### config.mk
export PLATFORM = sky130hd
export DESIGN_NAME = stopwatch_timer_core_flat
export DESIGN_NICKNAME = d
export VERILOG_FILES = /design/src/rtl/stopwatch_pkg.sv /design/src/rtl/stopwatch_timer_core_if.sv /design/src/rtl/bcd_digit_counter.sv /design/src/rtl/stopwatch_timer_core.sv /design/src/flat_wrapper.sv
export SDC_FILE = /design/constraint.sdc
export NUM_CORES = 1
export LEC_CHECK = 0
export CAP_MARGIN = 20
export CORE_MARGIN = 5
export CORE_UTILIZATION = 29
export CTS_CLUSTER_SIZE = 14
export DETAILED_ROUTE_END_ITERATION = 7
export GPL_TIMING_DRIVEN = 0
export PLACE_DENSITY = 0.51
export RECOVER_POWER = 100
export SYNTH_ARGS = -nofsm -noshare
export SYNTH_HDL_FRONTEND = slang
export SYNTH_HIERARCHICAL = 1
export SYNTH_SLANG_ARGS = --single-unit
### constraint.sdc
create_clock -name clk -period 7.11 [get_ports clk]
set_clock_uncertainty 0.15 [all_clocks]
set_input_delay 0.711 -clock clk [delete_from_list [all_inputs] [get_ports clk]]
set_output_delay 0.711 -clock clk [all_outputs]
set_load 0.02 [all_outputs]
### src/rtl/stopwatch_pkg.sv
// stopwatch_pkg: shared state encoding, mode codes and BCD helpers for stopwatch_timer_core
package stopwatch_pkg;
  typedef enum logic [1:0] {IDLE, RUN, PAUSE, DONE} state_t;
  localparam logic [1:0] MODE_UP0 = 2'b00;
  localparam logic [1:0] MODE_UPP = 2'b01;
  localparam logic [1:0] MODE_DNMAX = 2'b10;
  localparam logic [1:0] MODE_DNP = 2'b11;
  localparam logic [3:0] BCD_NINE = 4'd9;
  function automatic logic [3:0] clamp_bcd(input logic [3:0] n);
    return n > BCD_NINE ? BCD_NINE : n;
  endfunction
endpackage

### src/rtl/stopwatch_timer_core_if.sv
// stopwatch_timer_core_if: control pulses, mode/preset in; count, display, done, running, lap_active out
interface stopwatch_timer_core_if #(parameter int DIGITS = 4, parameter int PRESET_DIGITS = 2);
  logic tick;
  logic [1:0] mode;
  logic [4*PRESET_DIGITS-1:0] preset;
  logic load;
  logic start;
  logic stop;
  logic lap;
  logic [4*DIGITS-1:0] count;
  logic [4*DIGITS-1:0] display;
  logic done;
  logic running;
  logic lap_active;
  modport master (output tick, mode, preset, load, start, stop, lap, input count, display, done, running, lap_active);
  modport slave (input tick, mode, preset, load, start, stop, lap, output count, display, done, running, lap_active);
endinterface

### src/rtl/bcd_digit_counter.sv
// bcd_digit_counter: one BCD digit; clk/reset, en/up step, load/load_val init, q value, d next value, co carry/borrow, term at 9 (up) or 0 (down)
module bcd_digit_counter (
  input  logic       clk,
  input  logic       reset,
  input  logic       en,
  input  logic       up,
  input  logic       load,
  input  logic [3:0] load_val,
  output logic [3:0] q,
  output logic [3:0] d,
  output logic       co,
  output logic       term
);
  assign term = up ? q == 4'd9 : q == 4'd0;
  assign co = en & term;
  always_comb d = load ? load_val : !en ? q : up ? (q == 4'd9 ? 4'd0 : q + 4'd1) : (q == 4'd0 ? 4'd9 : q - 4'd1);
  always_ff @(posedge clk)
    q <= reset ? 4'd0 : d;
endmodule

### src/rtl/stopwatch_timer_core.sv
// stopwatch_timer_core: BCD stopwatch with run/pause/done FSM and lap hold; clk, reset, bus (slave side of stopwatch_timer_core_if)
module stopwatch_timer_core
  import stopwatch_pkg::*;
#(
  parameter int DIGITS = 4,
  parameter int PRESET_DIGITS = 2
) (
  input logic clk,
  input logic reset,
  stopwatch_timer_core_if.slave bus
);
  localparam int LO = DIGITS - PRESET_DIGITS;
  localparam logic [1:0] S_IDLE = IDLE;
  localparam logic [1:0] S_RUN = RUN;
  localparam logic [1:0] S_PAUSE = PAUSE;
  localparam logic [1:0] S_DONE = DONE;
  logic [1:0] state, st_n, mode_q;
  logic up, at_term, near_term, cnt_en, lap_active, lap_act_n, done, running, unused_co;
  logic [4*DIGITS-1:0] count, count_n, lap_value, lap_val_n, display;
  logic [DIGITS-1:0] en, co, term;
  logic [3:0] lv [DIGITS];
  assign up = ~mode_q[1];
  assign at_term = &term;
  // the step about to happen lands on terminal when every upper digit already is and digit 0 is one step away
  assign near_term = &term[DIGITS-1:1] && count[3:0] == (up ? 4'd8 : 4'd1);
  assign cnt_en = !bus.load && state == S_RUN && !bus.stop && bus.tick;
  assign en = {co[DIGITS-2:0], cnt_en};
  assign unused_co = co[DIGITS-1];
  genvar g;
  for (g = 0; g < DIGITS; g++) begin : g_dig
    if (g >= LO) begin : g_p
      assign lv[g] = bus.mode[0] ? clamp_bcd(bus.preset[4*(g-LO) +: 4]) : bus.mode == MODE_DNMAX ? BCD_NINE : 4'd0;
    end else begin : g_z
      assign lv[g] = bus.mode == MODE_DNMAX ? BCD_NINE : 4'd0;
    end
    bcd_digit_counter u_dig (
      .clk(clk),
      .reset(reset),
      .en(en[g]),
      .up(up),
      .load(bus.load),
      .load_val(lv[g]),
      .q(count[4*g +: 4]),
      .d(count_n[4*g +: 4]),
      .co(co[g]),
      .term(term[g])
    );
  end
  always_comb begin
    st_n = state;
    lap_act_n = lap_active;
    lap_val_n = lap_value;
    if (bus.load) begin
      st_n = S_IDLE;
      lap_act_n = 1'b0;
    end else if (state == S_RUN && bus.stop) begin
      st_n = S_PAUSE;
    end else if ((state == S_IDLE || state == S_PAUSE) && bus.start) begin
      st_n = at_term ? S_DONE : S_RUN;
    end else if (state == S_RUN) begin
      lap_act_n = bus.lap ? ~lap_active : lap_active;
      lap_val_n = bus.lap && !lap_active ? count : lap_value;
      st_n = bus.tick && near_term ? S_DONE : S_RUN;
    end
  end
  always_ff @(posedge clk) begin
    if (reset) begin
      state <= S_IDLE;
      mode_q <= MODE_UP0;
      lap_active <= 1'b0;
      lap_value <= '0;
      done <= 1'b0;
      running <= 1'b0;
      display <= '0;
    end else begin
      state <= st_n;
      mode_q <= bus.load ? bus.mode : mode_q;
      lap_active <= lap_act_n;
      lap_value <= lap_val_n;
      done <= st_n == S_DONE;
      running <= st_n == S_RUN;
      display <= lap_act_n ? lap_val_n : count_n;
    end
  end
  assign bus.count = count;
  assign bus.display = display;
  assign bus.done = done;
  assign bus.running = running;
  assign bus.lap_active = lap_active;
endmodule

### src/flat_wrapper.sv
// flat-port wrapper written by rule: the top's interface ports become plain ports
module stopwatch_timer_core_flat import stopwatch_pkg::*;
#(
  parameter int DIGITS = 4,
  parameter int PRESET_DIGITS = 2
)
  (clk, reset, bus_tick, bus_mode, bus_preset, bus_load, bus_start, bus_stop, bus_lap, bus_count, bus_display, bus_done, bus_running, bus_lap_active);
  stopwatch_timer_core_if #(.DIGITS(DIGITS), .PRESET_DIGITS(PRESET_DIGITS)) bus_i ();
  input logic clk;
  input logic reset;
  input wire logic [$bits(bus_i.tick)-1:0] bus_tick;
  input wire logic [$bits(bus_i.mode)-1:0] bus_mode;
  input wire logic [$bits(bus_i.preset)-1:0] bus_preset;
  input wire logic [$bits(bus_i.load)-1:0] bus_load;
  input wire logic [$bits(bus_i.start)-1:0] bus_start;
  input wire logic [$bits(bus_i.stop)-1:0] bus_stop;
  input wire logic [$bits(bus_i.lap)-1:0] bus_lap;
  output wire logic [$bits(bus_i.count)-1:0] bus_count;
  output wire logic [$bits(bus_i.display)-1:0] bus_display;
  output wire logic [$bits(bus_i.done)-1:0] bus_done;
  output wire logic [$bits(bus_i.running)-1:0] bus_running;
  output wire logic [$bits(bus_i.lap_active)-1:0] bus_lap_active;
  assign bus_i.tick = bus_tick;
  assign bus_i.mode = bus_mode;
  assign bus_i.preset = bus_preset;
  assign bus_i.load = bus_load;
  assign bus_i.start = bus_start;
  assign bus_i.stop = bus_stop;
  assign bus_i.lap = bus_lap;
  assign bus_count = bus_i.count;
  assign bus_display = bus_i.display;
  assign bus_done = bus_i.done;
  assign bus_running = bus_i.running;
  assign bus_lap_active = bus_i.lap_active;
  stopwatch_timer_core #(.DIGITS(DIGITS), .PRESET_DIGITS(PRESET_DIGITS)) u_core (.clk(clk), .reset(reset), .bus(bus_i));
endmodule
==> impl_metrics.json <==
{
  "worst_hold_slack_ns": 0.346,
  "critPathMaxFanout": 9,
  "holdBufCountCts": 0,
  "timing.critical_path.from": "bus_load",
  "clock_sinks": 54,
  "syn_avg_cell_area_um2": 8.87,
  "critical_path.startpoint_type": "primary input",
  "timing.final.crit_period_ns": 4.45,
  "met2WireLength_mm": 4.00,
  "report.final.hold_viol_count": 0,
  "route.detailed.drc": 0,
  "clockRootBuffer": "sky130_fd_sc_hd__clkbuf_16",
  "cts_resized": 0,
  "powerDensity_mw_per_mm2": 186,
  "antenna_violations_before_repair": 0,
  "grt_use_total": 0.129,
  "met3_length_um": 306,
  "kind_of_critical_path": "in -> reg",
  "worst_setup_slack_after_layout_ns": 2.66,
  "drt_first_pass_iters": 4,
  "layout-drive-gt1-share": 0.115,
  "areaGrowthSynthToFinish_pct": 21.4,
  "hold_class": "reg -> reg",
  "min-delay-start": "u_core/lap_value[2]",
  "die_height_um": 117,
  "worst-slew-pin-transition_ns": 1.07,
  "clock_path_buffers": 2,
  "highest_metal_layer_with_signal_wires": "met4",
  "drt-initial-drc-count": 144,
  "design.portCount": 52,
  "nFillCells": 1215,
  "gpl.final_weighted_congestion": 0.769,
  "route.detailed.vias_per_inst": 4.94,
  "drv_slew": 0,
  "clk-insertion-delay-late_ns": 0.29,
  "final_nets": 452,
  "netlist_instances": 373,
  "finalCritPeriodShare": 0.625,
  "grt_overflow": 0,
  "die_w_um": 117,
  "wl_met1_mm": 4.08,
  "route.vias.total": 2853,
  "cts.reportedPaths.clkPinSlew_ns": 0.06,
  "finalWirelength_mm": 8.56,
  "total_leakage_power_nw": 1.67,
  "drv.max_cap_violation_count": 0,
  "start_util": 0.292,
  "worst-endpoint-arrival_ns": 4.44,
  "htree_num_levels": 2,
  "syn_area_mm2": 0.00331,
  "setup-tns-final_ns": 0,
  "worstSetupEndpointType": "flip-flop",
  "dp_slack_ns": 2.30,
  "inserted_diodes": 0,
  "cts_buffers": 5,
  "layout_common_cells": "sky130_fd_sc_hd__dfxtp_1, sky130_fd_sc_hd__nor2_1, sky130_fd_sc_hd__dlygate4sd3_1, sky130_fd_sc_hd__a211oi_1, sky130_fd_sc_hd__inv_1",
  "number_of_rows_in_the_core_area": 39,
  "detailedPlacementHpwl_mm": 6.33,
  "most_common_cell_after_layout_fill_and_taps_aside": "sky130_fd_sc_hd__dfxtp_1",
  "ys.warnings.count": 6,
  "peakVddDrop_v": 0.000100,
  "timing.max_slew.rel_slack": 0.283,
  "detail-route-antenna-nets": 0,
  "setup_repair_after_global_routing_missed_its_margin": "no",
  "placeableCoreArea_mm2": 0.0113,
  "routed_wire_length_per_instance_um": 14.8,
  "final-setup-viol-count": 0,
  "timing.fmax_mhz": 225,
  "dieArea_mm2": 0.0136,
  "outcome": "finished clean",
  "cp.required_ns": 7.10,
  "largest_net_degree_at_the_start_of_global_routing": 17,
  "first_pass_grt_wire_length_mm": 14.0,
  "post_cts_buffers": 0,
  "port_buffers": 50,
  "grt_pass1_vias": 2743,
  "regToRegStartpoint": "u_core/mode_q[1]",
  "tritoncts_clock_tree": "done"
}
[layer usage]
layer | up-vias | GRT usage
met1 | 1361 | 0.168
li1 | 1441 | -
met2 | 43 | 0.218
met4 | 0 | 0.0405
met3 | 8 | 0.0231
met5 | - | 0
[area by class of cell]
class / instances / area [um^2] / area share
clock inverters: 1 / 30.0 / 0.00747
well taps: 143 / 179 / 0.0445
flip-flops and latches: 54 / 1080 / 0.269
plain buffers: 33 / 210 / 0.0523
multi-input cells: 263 / 1780 / 0.444
inverters: 26 / 97.6 / 0.0243
clock buffers: 7 / 133 / 0.0330
repair buffers: 51 / 504 / 0.126
[state kept, by name, indices dropped and copies added, names as in the netlist]
signal and cells:
u_core/state 2, u_core/bus.done 1, u_core/lap_value 16, u_core/bus.display 16
u_core/mode_q 1, u_core/bus.running 1, u_core/bus.lap_active 1, u_core/g_dig.u_dig/q 16
[worst max-delay path, cell delays in order]
cell                            delay (ns)
sky130_fd_sc_hd__dlygate4sd3_1        0.73
sky130_fd_sc_hd__nor2_1               0.22
sky130_fd_sc_hd__and3_1               0.17
sky130_fd_sc_hd__clkbuf_1             0.30
sky130_fd_sc_hd__and2_0               0.18
sky130_fd_sc_hd__clkbuf_1             0.32
sky130_fd_sc_hd__and2_0               0.20
sky130_fd_sc_hd__clkbuf_1             0.34
sky130_fd_sc_hd__and2_0               0.18
sky130_fd_sc_hd__clkbuf_1             0.26
sky130_fd_sc_hd__o311ai_0             0.20
sky130_fd_sc_hd__nor3_1               0.33
sky130_fd_sc_hd__nor2_1               0.10
sky130_fd_sc_hd__nor2_1               0.11
sky130_fd_sc_hd__a211oi_1             0.07
[worst paths after layout]
| path | slack [ns] | cells past startpoint | endpoint |
|---|---|---|---|
| setup / recovery | 2.66 | 15 | u_core/bus.display[15] |
| hold / removal | 0.35 | 2 | u_core/lap_value[2] |
| setup reg to reg | 3.04 | 15 | u_core/bus.display[15] |
| hold reg to reg | 0.35 | 2 | u_core/lap_value[2] |
[through the flow]
step / utilization / instances / total power, mW / instance area, um^2
floorplan: - / 376 / 0.436 / 3320
global placement: 0.353 / 569 / 0.495 / 4000
detailed placement: 0.356 / 570 / 0.498 / 4030
CTS: 0.370 / 578 / 0.771 / 4190
global route: 0.355 / 578 / 0.781 / 4020
finish: 0.355 / 578 / 0.746 / 4020
[power breakdown]
part           internal, mW  switching [mW]  leakage (nW)
Combinational        0.0657          0.0824          1.14
Sequential            0.316          0.0111         0.443
Clock                 0.167           0.104        0.0781
No activity file was read; power rests on OpenSTA's default activity.
